===== config.mk =====
export PLATFORM = sky130hd
export DESIGN_NAME = mem_stage
export DESIGN_NICKNAME = d
export VERILOG_FILES = /design/src/rtl/rv32i_types.sv /design/src/rtl/mem_align.sv /design/src/rtl/mem_stage.sv
export SDC_FILE = /design/constraint.sdc
export NUM_CORES = 1
export LEC_CHECK = 0
export ABC_AREA = 0
export CAP_MARGIN = 5
export CORE_AREA = 10 10 255 257
export DETAILED_ROUTE_END_ITERATION = 12
export DIE_AREA = 0 0 265 267
export PLACE_DENSITY = 0.53
export SETUP_SLACK_MARGIN = 0.2
export SYNTH_ARGS = -nofsm -noshare
export SYNTH_HDL_FRONTEND = slang
export SYNTH_SLANG_ARGS = --single-unit
export TNS_END_PERCENT = 30

===== constraint.sdc =====
create_clock -name clk -period 7.6 [get_ports clk]
set_input_delay 2.28 -clock clk [delete_from_list [all_inputs] [get_ports clk]]
set_output_delay 2.28 -clock clk [all_outputs]
set_load 0.01 [all_outputs]

===== src/rtl/rv32i_types.sv =====
// Shared RV32I pipeline types: opcodes, funct3 encodings for loads/stores,
// the EX/MEM and MEM/WB pipeline records, and the memory-stage FSM states.
package rv32i_types;

  localparam int unsigned PHYS_W = 6;

  typedef enum logic [6:0] {
    op_lui   = 7'b0110111,
    op_auipc = 7'b0010111,
    op_jal   = 7'b1101111,
    op_jalr  = 7'b1100111,
    op_br    = 7'b1100011,
    op_load  = 7'b0000011,
    op_store = 7'b0100011,
    op_imm   = 7'b0010011,
    op_reg   = 7'b0110011
  } rv32i_opcode;

  typedef enum logic [2:0] {
    lb  = 3'b000,
    lh  = 3'b001,
    lw  = 3'b010,
    lbu = 3'b100,
    lhu = 3'b101
  } load_f3_t;

  typedef enum logic [2:0] {
    sb = 3'b000,
    sh = 3'b001,
    sw = 3'b010
  } store_f3_t;

  typedef enum logic [0:0] {
    IDLE = 1'b0,
    WAIT = 1'b1
  } mem_state_t;

  typedef struct packed {
    logic              valid;
    logic [31:0]       pc;
    logic [31:0]       inst;
    rv32i_opcode       opcode;
    logic [2:0]        funct3;
    logic [4:0]        rd_s;
    logic [4:0]        rs1_s;
    logic [4:0]        rs2_s;
    logic [31:0]       rs1_v;
    logic [31:0]       rs2_v;
    logic [31:0]       alu_out;
    logic              br_en;
    logic [31:0]       u_imm;
    logic [3:0]        regfilemux_sel;
    logic              regf_we;
    logic [PHYS_W-1:0] rs1_phys;
    logic [PHYS_W-1:0] rs2_phys;
    logic [PHYS_W-1:0] dest_phys_new;
    logic [PHYS_W-1:0] dest_phys_old;
    logic [4:0]        dest_arch;
  } ex_mem_stage_reg_t;

  typedef struct packed {
    logic              valid;
    logic [31:0]       pc;
    logic [31:0]       inst;
    logic [4:0]        rd_s;
    logic [4:0]        rs1_s;
    logic [4:0]        rs2_s;
    logic [31:0]       rs1_v;
    logic [31:0]       rs2_v;
    logic [31:0]       alu_out;
    logic              br_en;
    logic [31:0]       u_imm;
    logic [3:0]        regfilemux_sel;
    logic              regf_we;
    logic [31:0]       mem_rdata;
    logic [PHYS_W-1:0] rs1_phys;
    logic [PHYS_W-1:0] rs2_phys;
    logic [PHYS_W-1:0] dest_phys_new;
    logic [PHYS_W-1:0] dest_phys_old;
    logic [4:0]        dest_arch;
  } mem_wb_stage_reg_t;

endpackage


===== src/rtl/mem_align.sv =====
// Combinational byte-lane logic for the memory stage.
// Ports:
//   funct3, opcode  - access type of the current instruction
//   addr_lo         - low two address bits (byte offset in the word)
//   rs2_v           - store source value
//   rdata           - raw word returned by data memory
//   rmask / wmask   - byte-lane masks (zero unless opcode is load / store)
//   wdata           - store data shifted into its byte lanes
//   load_data       - shifted and sign/zero-extended load result
//   misaligned      - load/store whose size does not fit its offset
module mem_align
  import rv32i_types::*;
(
  input  logic [2:0]  funct3,
  input  rv32i_opcode opcode,
  input  logic [1:0]  addr_lo,
  input  logic [31:0] rs2_v,
  input  logic [31:0] rdata,
  output logic [3:0]  rmask,
  output logic [3:0]  wmask,
  output logic [31:0] wdata,
  output logic [31:0] load_data,
  output logic        misaligned
);

  logic        is_load;
  logic        is_store;
  logic [3:0]  size_mask;
  logic [3:0]  lane_mask;
  logic [31:0] shifted;

  assign is_load  = (opcode == op_load);
  assign is_store = (opcode == op_store);

  // Load and store funct3 share the size encoding in bits [1:0].
  always_comb begin
    size_mask = 4'b0000;
    unique case (funct3[1:0])
      2'b00:   size_mask = 4'b0001;
      2'b01:   size_mask = 4'b0011;
      2'b10:   size_mask = 4'b1111;
      default: size_mask = 4'b0000;
    endcase
  end

  assign lane_mask = size_mask << addr_lo;
  assign rmask     = is_load  ? lane_mask : 4'b0000;
  assign wmask     = is_store ? lane_mask : 4'b0000;
  assign wdata     = rs2_v << {addr_lo, 3'b000};

  always_comb begin
    misaligned = 1'b0;
    if (is_load || is_store) begin
      unique case (funct3[1:0])
        2'b01:   misaligned = addr_lo[0];
        2'b10:   misaligned = (addr_lo != 2'b00);
        default: misaligned = 1'b0;
      endcase
    end
  end

  assign shifted = rdata >> {addr_lo, 3'b000};

  always_comb begin
    load_data = shifted;
    case (load_f3_t'(funct3))
      lb:      load_data = {{24{shifted[7]}}, shifted[7:0]};
      lh:      load_data = {{16{shifted[15]}}, shifted[15:0]};
      lbu:     load_data = {24'h0, shifted[7:0]};
      lhu:     load_data = {16'h0, shifted[15:0]};
      default: load_data = shifted;
    endcase
  end

endmodule


===== src/rtl/mem_stage.sv =====
// Memory stage of the five-stage pipeline.
// Issues data-memory requests for loads/stores, waits for the response while
// holding mem_stall high, extends load data and owns the MEM/WB register.
// Ports:
//   clk, rst_n          - clock, asynchronous active-low reset
//   ex_mem              - EX/MEM record (held stable while mem_stall=1)
//   mem_wb              - registered MEM/WB record
//   mem_stall           - freezes IF/ID/EX and the EX/MEM register
//   dmem_addr           - word-aligned request address
//   dmem_rmask/wmask    - byte masks, nonzero only in the request cycle
//   dmem_wdata          - lane-shifted store data
//   dmem_rdata/resp     - read data and one-cycle completion pulse
//   misalign_err        - one-cycle pulse after a misaligned access
//   perf_stall_cnt      - saturating count of stalled cycles
module mem_stage
  import rv32i_types::*;
#(
  parameter int unsigned XLEN  = 32,
  parameter int unsigned CNT_W = 32
) (
  input  logic              clk,
  input  logic              rst_n,
  input  ex_mem_stage_reg_t ex_mem,
  output mem_wb_stage_reg_t mem_wb,
  output logic              mem_stall,
  output logic [XLEN-1:0]   dmem_addr,
  output logic [3:0]        dmem_rmask,
  output logic [3:0]        dmem_wmask,
  output logic [XLEN-1:0]   dmem_wdata,
  input  logic [XLEN-1:0]   dmem_rdata,
  input  logic              dmem_resp,
  output logic              misalign_err,
  output logic [CNT_W-1:0]  perf_stall_cnt
);

  mem_state_t        state_q, state_d;
  logic [XLEN-1:0]   addr_q;
  mem_wb_stage_reg_t mem_wb_q, mem_wb_d;
  logic              misalign_q;
  logic [CNT_W-1:0]  stall_cnt_q;

  logic        is_load;
  logic        is_store;
  logic        mem_op;
  logic        issue;
  logic        misaligned;
  logic [3:0]  rmask;
  logic [3:0]  wmask;
  logic [31:0] wdata;
  logic [31:0] load_data;

  assign is_load  = (ex_mem.opcode == op_load);
  assign is_store = (ex_mem.opcode == op_store);
  assign mem_op   = ex_mem.valid & (is_load | is_store);

  mem_align u_align (
    .funct3     (ex_mem.funct3),
    .opcode     (ex_mem.opcode),
    .addr_lo    (ex_mem.alu_out[1:0]),
    .rs2_v      (ex_mem.rs2_v),
    .rdata      (dmem_rdata),
    .rmask      (rmask),
    .wmask      (wmask),
    .wdata      (wdata),
    .load_data  (load_data),
    .misaligned (misaligned)
  );

  // Next state and stall; a response in IDLE is ignored by construction.
  always_comb begin
    state_d   = state_q;
    mem_stall = 1'b0;
    issue     = 1'b0;
    unique case (state_q)
      IDLE: begin
        if (mem_op && !misaligned) begin
          issue     = 1'b1;
          mem_stall = 1'b1;
          state_d   = WAIT;
        end
      end
      WAIT: begin
        if (dmem_resp) begin
          state_d = IDLE;
        end else begin
          mem_stall = 1'b1;
        end
      end
      default: state_d = IDLE;
    endcase
  end

  assign dmem_addr  = (state_q == WAIT) ? addr_q : {ex_mem.alu_out[31:2], 2'b00};
  assign dmem_rmask = issue ? rmask : 4'b0000;
  assign dmem_wmask = issue ? wmask : 4'b0000;
  assign dmem_wdata = wdata;

  // Next MEM/WB record; an invalid EX/MEM record becomes an all-zero bubble.
  always_comb begin
    mem_wb_d = '0;
    if (ex_mem.valid) begin
      mem_wb_d.valid          = 1'b1;
      mem_wb_d.pc             = ex_mem.pc;
      mem_wb_d.inst           = ex_mem.inst;
      mem_wb_d.rd_s           = ex_mem.rd_s;
      mem_wb_d.rs1_s          = ex_mem.rs1_s;
      mem_wb_d.rs2_s          = ex_mem.rs2_s;
      mem_wb_d.rs1_v          = ex_mem.rs1_v;
      mem_wb_d.rs2_v          = ex_mem.rs2_v;
      mem_wb_d.alu_out        = ex_mem.alu_out;
      mem_wb_d.br_en          = ex_mem.br_en;
      mem_wb_d.u_imm          = ex_mem.u_imm;
      mem_wb_d.regfilemux_sel = ex_mem.regfilemux_sel;
      // A misaligned access retires without writing the register file.
      mem_wb_d.regf_we        = ex_mem.regf_we & ~(mem_op & misaligned);
      mem_wb_d.mem_rdata      = (is_load && state_q == WAIT) ? load_data : 32'h0;
      mem_wb_d.rs1_phys       = ex_mem.rs1_phys;
      mem_wb_d.rs2_phys       = ex_mem.rs2_phys;
      mem_wb_d.dest_phys_new  = ex_mem.dest_phys_new;
      mem_wb_d.dest_phys_old  = ex_mem.dest_phys_old;
      mem_wb_d.dest_arch      = ex_mem.dest_arch;
    end
  end

  always_ff @(posedge clk or negedge rst_n) begin
    if (!rst_n) begin
      state_q     <= IDLE;
      addr_q      <= '0;
      mem_wb_q    <= '0;
      misalign_q  <= 1'b0;
      stall_cnt_q <= '0;
    end else begin
      state_q    <= state_d;
      misalign_q <= (state_q == IDLE) & mem_op & misaligned;
      if (issue) begin
        addr_q <= {ex_mem.alu_out[31:2], 2'b00};
      end
      if (!mem_stall) begin
        mem_wb_q <= mem_wb_d;
      end
      if (mem_stall && (stall_cnt_q != '1)) begin
        stall_cnt_q <= stall_cnt_q + 1'b1;
      end
    end
  end

  assign mem_wb         = mem_wb_q;
  assign misalign_err   = misalign_q;
  assign perf_stall_cnt = stall_cnt_q;

endmodule


; After elaboration in Yosys (flattened, before gate mapping)
; Index checks and enable logic that the tools add are counted.
; W data, S select, Z words.
[totals]
word_cells = 66
reg_bits = 339
in_bits = 288
output_inout_bits = 381
[op_classes]
shift = 3
n_mux = 15
eq_ne = 8
n_reduce_logical = 8
bitwise = 8
addsub = 1
[op_table]
columns = operator, count
row1 = $mux W275, 1
row2 = $pmux W32 S4, 1
row3 = $mux W32, 2
row4 = $add A32 B1 Y32 const B, 1
row5 = $ne A32 B32 Y1 const B, 1
row6 = $shl A32 B5 Y32, 1
row7 = $shr A32 B5 Y32, 1
row8 = $mux W4, 4
row9 = $pmux W4 S3, 1
row10 = $eq A7 B2 Y1 const B, 1
row11 = $eq A7 B6 Y1 const B, 1
row12 = $eq A3 B3 Y1 const B, 2
row13 = $and A1 B1 Y1, 5
row14 = $mux W1, 4
row15 = $pmux W1 S2, 2
row16 = $shl A4 B2 Y4, 1
row17 = $eq A3 B1 Y1 const B, 1
row18 = $logic_and A1 B1 Y1, 3
row19 = $logic_not A3 Y1, 1
row20 = $eq A2 B1 Y1 const B, 1
row21 = $eq A2 B2 Y1 const B, 1
row22 = $logic_not A2 Y1, 1
row23 = $not A1 Y1, 2
row24 = $reduce_bool A2 Y1, 1
row25 = other kinds (3), 3

; Logic depth before layout (Yosys ltp)
[depth]
ltp_word = 8
depth_mapped = 12
mapped_depth_nobuf = 9

; Cells and area by module
; From an unflattened synthesis, not the netlist that was laid out.
[hier_totals]
hier_cells = 1126
area_unflattened_um2 = 14433.8
[by_module_without_submodules]
columns = mod, seq_area_each_um2, area_each_um2, cells_per_inst, instances
row1 = mem_stage, 8483.1, 12857.3, 905, 1
row2 = mem_align, 0.0, 1576.5, 221, 1

; Worst setup path after synthesis
; Ideal clock, no wire load.
[synth_path]
path_type = input-to-output
from = in ex_mem[178] (netlist name)
to = out dmem_wmask[1]
required_time_ns = 5.320
stages = 8
path_slack_ns = 1.602
n_path_buf = 1
arrival_time_ns = 3.718
cell_sequence = inv_1 -> ha_1 -> and3_1 -> a31oi_4 -> and2_1 -> clkbuf_1 -> nand2_1 -> nor3_1
[synth_between]
elab_chain_cells = 8
elab_cells_between_ends = 13
cone_classes = eq/ne: 2 / shift: 1 / mux: 7 / reduce/logical: 3
[synth_lines]
columns = element, line_no
row1 = "start, declared", mem_stage.sv:23  ; input ex_mem_stage_reg_t ex_mem,
row2 = $eq A2 B2 Y1 or $eq A2 B1 Y1 (tied branches), "mem_align.sv:38, mem_align.sv:54"
row3 = $pmux W1 S2, mem_align.sv:54  ; unique case (funct3[1:0])
row4 = $mux W1, mem_align.sv:53  ; if (is_load || is_store) begin
row5 = $logic_not A1 Y1, mem_stage.sv:76  ; if (mem_op && !misaligned) begin
row6 = $logic_and A1 B1 Y1, mem_stage.sv:76
row7 = $mux W1, mem_stage.sv:76
row8 = $mux W1, mem_stage.sv:74  ; unique case (state_q)
row9 = $mux W4 *, mem_stage.sv:95  ; assign dmem_wmask = issue ? wmask : 4'b0000;
row10 = "end, declared", mem_stage.sv:28  ; output logic [3:0] dmem_wmask,
; Every way passes the cells marked *; elsewhere a longest branch is shown, timed or not.

; Worst setup path in the final report
; Same ends and word-level chain as after synthesis.

==> metrics.txt <==
Synth Warn #=0; CTS tree=built; via/cell ratio=approximately 4.6; RePlAce Congestion=0.860; Synth async-reset ratio=1.00; post-CTS setup buffers=0; area delta synth->final=59.5%; clk_lat worst skew=roughly 560 ps; Fin. Hold Viols=0; DIE WIDTH=265 µm; CP required=5320 ps; All-Layer GR Usage=0.175; largest net degree at the start of global routing=between 150 and 200; final period utilization=0.932; first-pass GRT wire length=95700 µm; initial core utilization=0.250; power per standard cell area=206 nW/µm²; Placement Cell Area=approximately 22000 µm²; io pins=669; most frequent cells in the layout=clkdlybuf4s50_1 (662), nand2_1 (648), dfrtp_1 (338); Hold WC Path Type=flop to flop; worst hold slack=around 460 ps; Sink Count=339; H-tree depth=2; area of the mapped netlist=15000 µm²; grt ovf=0; Post-route DRC=0; share of cells above drive strength 1=0.0634; Leakage=11.0 nW; maximum vdd ir drop=0.000145 V; Max transition margin=0.223; crit path capture type=primary output; Total Wirelength=64900 µm; Core Box Area=59900 µm²; First-pass DRT Iterations=5; ys flop type=dfrtp_1; non-filler cells, final=just over 3000; hold buffer count at CTS=0; Pins Over Slew Limit=0; antenna violations before repair=8; Mapped Cells=1659; CP Launch Type=input pin; Antenna Nets Post-Route=0; crit path time final=7090 ps; Finished Core Util=0.399; Layout Nets=around 2600; fin area=23900 µm²; synth unique cells=45; critical path arrival=4810 ps; upper clock frequency limit=about 0.14 GHz; Max Clock Skew=19.9 ps; die area=70800 µm²; Fin Setup TNS=0 ps; Cells after DPL=roughly 3000; # fillers=5956; Worst-path clk slew=50 ps; commonest non-fill, non-tap cell in the layout=clkdlybuf4s50_1; CTS root buf=clkbuf_16; initial DRC count=around 900; EDFF count, synth=0; vias=14138; CTS Buf Count=43; post-synthesis sequential area ratio=0.566; DP HPWL=between 40000 and 50000 µm; clock buffer depth=3; Rows=90; Setup violations, final=0; syn avg cell area=9.03 µm²; vias in the first global route=14470; max cap viols=0; Resized cells post-CTS=0; WL/cell=21.0 µm; worst slew pin tran=around 1200 ps; CP max FO=5; Seq cells post-synth=339; I/O Buffers=about 670; die height=267 µm; outcome=finished clean; RSZ-0062 raised after global routing=false; WS Path Type=input pin to primary output
[routing by layer]
layer / vias up / track usage / routed length (µm)
met2: 469 / 0.298 / 31900
li1: 6704 / - / -
met3: 103 / 0.0592 / 5210
met5: - / 0 / 51
met1: 6854 / 0.201 / 25600
met4: 8 / 0.0643 / 2100
[cells by family after synthesis]
group                      share of synthesized area
other                                       0.000250
and+or+nand+nor                                0.283
adders and majority gates                    0.00418
muxes                                         0.0534
AOI/OAI and AO/OA                             0.0390
DFF                                            0.566
buffers and inverters                         0.0372
xor gates and xnor gates                      0.0170
[registers in the layout, summed over array words and instances, names as in the netlist]
name	flops
state_q	1
addr_q	30
misalign_err	1
mem_wb	275
perf_stall_cnt	32
[cell type report]
class / instances / area [µm²] / share of cell area
flip-flops and latches: 339 / 8480 / 0.355
repair buffers: 684 / 6830 / 0.286
multi-input cells: 1191 / 5950 / 0.249
clock buffers: 58 / 1250 / 0.0525
well taps: 782 / 978 / 0.0410
clock inverters: 22 / 343 / 0.0144
inverters: 9 / 41.3 / 0.00173
diodes: 4 / 10.0 / 0.000419
[where the power goes]
group	internal, W	switching, W
logic	0.000373	0.000322
registers	0.00190	0.0000571
clock network	0.00143	0.000840
total	0.00371	0.00122
[worst paths after layout]
check	from	endpoint	slack (ps)	cells past startpoint
max	ex_mem[178]	dmem_wmask[1]	510	9
min	mem_wb[128]	mem_wb[128]	460	2
max reg2reg	state_q	mem_wb[258]	3780	6
min reg2reg	mem_wb[128]	mem_wb[128]	460	2
max in group asynchronous	rst_n	mem_wb[192]	4680	2
min in group asynchronous	rst_n	perf_stall_cnt[14]	1640	1
[Yosys cell counts, drive strengths merged (4+ instances only)]
master  number  area share
nand2      648        0.16
dfrtp      339        0.57
nand3      248       0.083
buf         61       0.020
clkbuf      60       0.015
o21ai       43       0.014
mux2        39       0.029
mux2i       36       0.024
xnor2       24       0.014
nand4       20      0.0084
nor2        20      0.0050
a21oi       17      0.0057
and2        11      0.0046
a211oi       9      0.0048
inv          9      0.0023
nor2b        9      0.0038
a221o        8      0.0053
and3         8      0.0033
o211ai       8      0.0040
nor3         7      0.0023
ha           5      0.0042
xor2         5      0.0029
and4         4      0.0023
nor4         4      0.0021
[stage by stage]
step / setup slack (ps) / total power, W
finish: 513 / 0.00493
detailed placement: 546 / 0.00270
CTS: 540 / 0.00501
global route: 387 / 0.00514
floorplan: 1600 / 0.00220
global placement: 576 / 0.00269
[critical path: stages]
cell	delay [ps]
clkdlybuf4s50_1	530
inv_1	90
ha_1	370
and3_1	220
a31oi_4	240
and2_2	220
nand2_1	90
nor3_1	190
clkdlybuf4s50_1	570
(Power assumes the default switching activity.)
==> patch, RTL diff (same flow settings) <==
The output `misalign_err` loses its register stage (`misalign_q` becomes a continuous assignment).
--- a/src/rtl/mem_stage.sv
+++ b/src/rtl/mem_stage.sv
@@ -129,3 +129,2 @@
       mem_wb_q    <= '0;
-      misalign_q  <= 1'b0;
       stall_cnt_q <= '0;
@@ -133,3 +132,2 @@
       state_q    <= state_d;
-      misalign_q <= (state_q == IDLE) & mem_op & misaligned;
       if (issue) begin
@@ -146,2 +144,4 @@
 
+  assign misalign_q = (state_q == IDLE) & mem_op & misaligned;
+
   assign mem_wb         = mem_wb_q;
Check against the original RTL: not equivalent (Yosys sat finds a counterexample within 4 cycles, from zero or initial values and one cycle with rst_n low).
==> patch against the unedited design <==
Sequential share of layout area about the same; non-clock buffer count decreased by 1; design area decreased by 0.30%; sequential cell count decreased by 1; setup slack got worse by 210 ps; routed wire length increased by 1.2%; total power decreased by 4.3%; synthesized area increased by 0.59%; critical endpoint is now dmem_rmask[0]; highest routed layer unchanged.
==> patch: results (changes against the unedited design) <==
OUTCOME='completed'
LARGEST_REGISTER_FFS=275  # unchanged
POST_DRT_VIA_CELL_RATIO=4.583  # +0.14%
REG2REG_FROM='state_q'
TRACK_USAGE=0.1774  # +0.002463
ROUTED_WIRE_LENGTH_PER_INSTANCE_UM=21.21  # +0.97%
HOLDCRITSTARTPOINT='mem_wb[2]'
POST_ROUTE_CELLS_DRIVE_ABOVE_1_SHARE=0.05707  # -0.006327
RD_PLACE_CONGESTION=0.8913  # +3.6%
WORST_VDD_DROP_V=0.0001285  # -11%
GRT_PASS1_VIAS=14690  # +1.5%
CLOCK_POWER_SHARE=0.437  # -0.025
SW_FRAC_OF_TOTAL=0.2531  # +0.005591
CP.ARRIVAL_PS=5010  # +200 ps
CPPEAKSTAGEDELAY_PS=660  # +90 ps
YOSYS-TOP-CELLS-COUNT='nand2_1, dfrtp_1, nand3_1'
GRT_PASS1_WL_UM=97030  # +1.4%
GRT_START_MAX_NET_PINS=217  # +44%
DETAILEDROUTE.FIRSTITERATIONVIOLATIONS=1011  # +11%
SYNTH.DISTINCT_CELLS=49  # +8.9%
CRIT_FANOUT=5  # unchanged
ANTENNA_FOUND_INITIAL=5  # -3
FINAL_NET_COUNT=2572  # +0.43%
YS_SEQ_AREA_FRAC=0.5614  # -0.005000
FINALCLOCKSKEW_PS=18.77  # -1.134 ps
SYNTH.TOP_CELLS.BY_AREA='dfrtp_1, nand2_1, nand3_1'
P_LEAK_nW=10.92  # -0.50%
CRIT_PATH_LEADING_DELAY_FAMILY='buffers and inverters'
DPL.HPWL_UM=47930  # about the same
CTS-BUFFERS-INSERTED=42  # -2.3%
WORSTMARGINPINSLEW_PS=1361  # +195.1 ps
WORST_HOLD_PATH_TYPE='reg -> reg'
CTS-ROOT-TO-SINK-BUFFERS=3  # unchanged
SETUP_TOTAL_NEGATIVE_SLACK_PS=0  # unchanged
[patch: path summary, 6_finish.rpt]
path                                 end  slack (ps)  cells after the start
max                        dmem_rmask[0]         310                      8
min                            mem_wb[2]         460                      2
max reg2reg                   mem_wb[27]        4420                      7
min reg2reg                    mem_wb[2]         460                      2
max in group asynchronous     mem_wb[93]        4510                      2
min in group asynchronous     mem_wb[36]        1700                      1
[patch: worst reg2reg max path, delay by kind of cell, from the launching register on]
family,cells,cell delay [ps]
and+or+nand+nor,3,660
AOI/OAI and AO/OA,1,330
DFF,1,400
buffers and inverters,3,1740
[patch: cell families after synthesis]
logic type	Yosys count	share of synthesized area
AND/OR/NAND/NOR	1000	0.2882
flip-flops	338	0.5614
buffers and inverters	133	0.03621
AO/OA/AOI/OAI	105	0.04493
multiplexers	67	0.04800
XOR/XNOR	29	0.01686
adder cells (fa/ha/maj)	5	0.004152
other	1	0.0002489
[patch: routing by layer]
layer	vias up	share of wire	track usage
met5	-	0.00049	0
met4	6	0.035	0.06989
met3	108	0.084	0.05982
met2	482	0.49	0.3022
met1	6828	0.39	0.2022
li1	6771	-	-
[patch: final cells by class]
type | instances | area [sq um]
fill | 6002 | 36090
sequential | 338 | 8458
timing repair buffer | 683 | 6840
multi-input combinational | 1208 | 6075
clock buffer | 64 | 1308
tap | 782 | 978.4
clock inverter | 14 | 125.1
inverter | 6 | 30.03
antenna | 2 | 5.005
[patch: metrics by stage]
stage          cell area (sq um)  hold slack, ps  cells  power [mW]  worst slack [ps]
3_5_place_dp               22380           454.2   3017       2.697             348.9
6_report                   23820           461.3   3097       4.719             308.2
4_1_cts                    23810           467.2   3095       4.811             340.7
3_3_place_gp               22380           447.9   3017       2.690             346.9
5_1_grt                    23820           479.7   3097       4.938             243.6
2_1_floorplan              15070           440.1   1679       2.204              1481
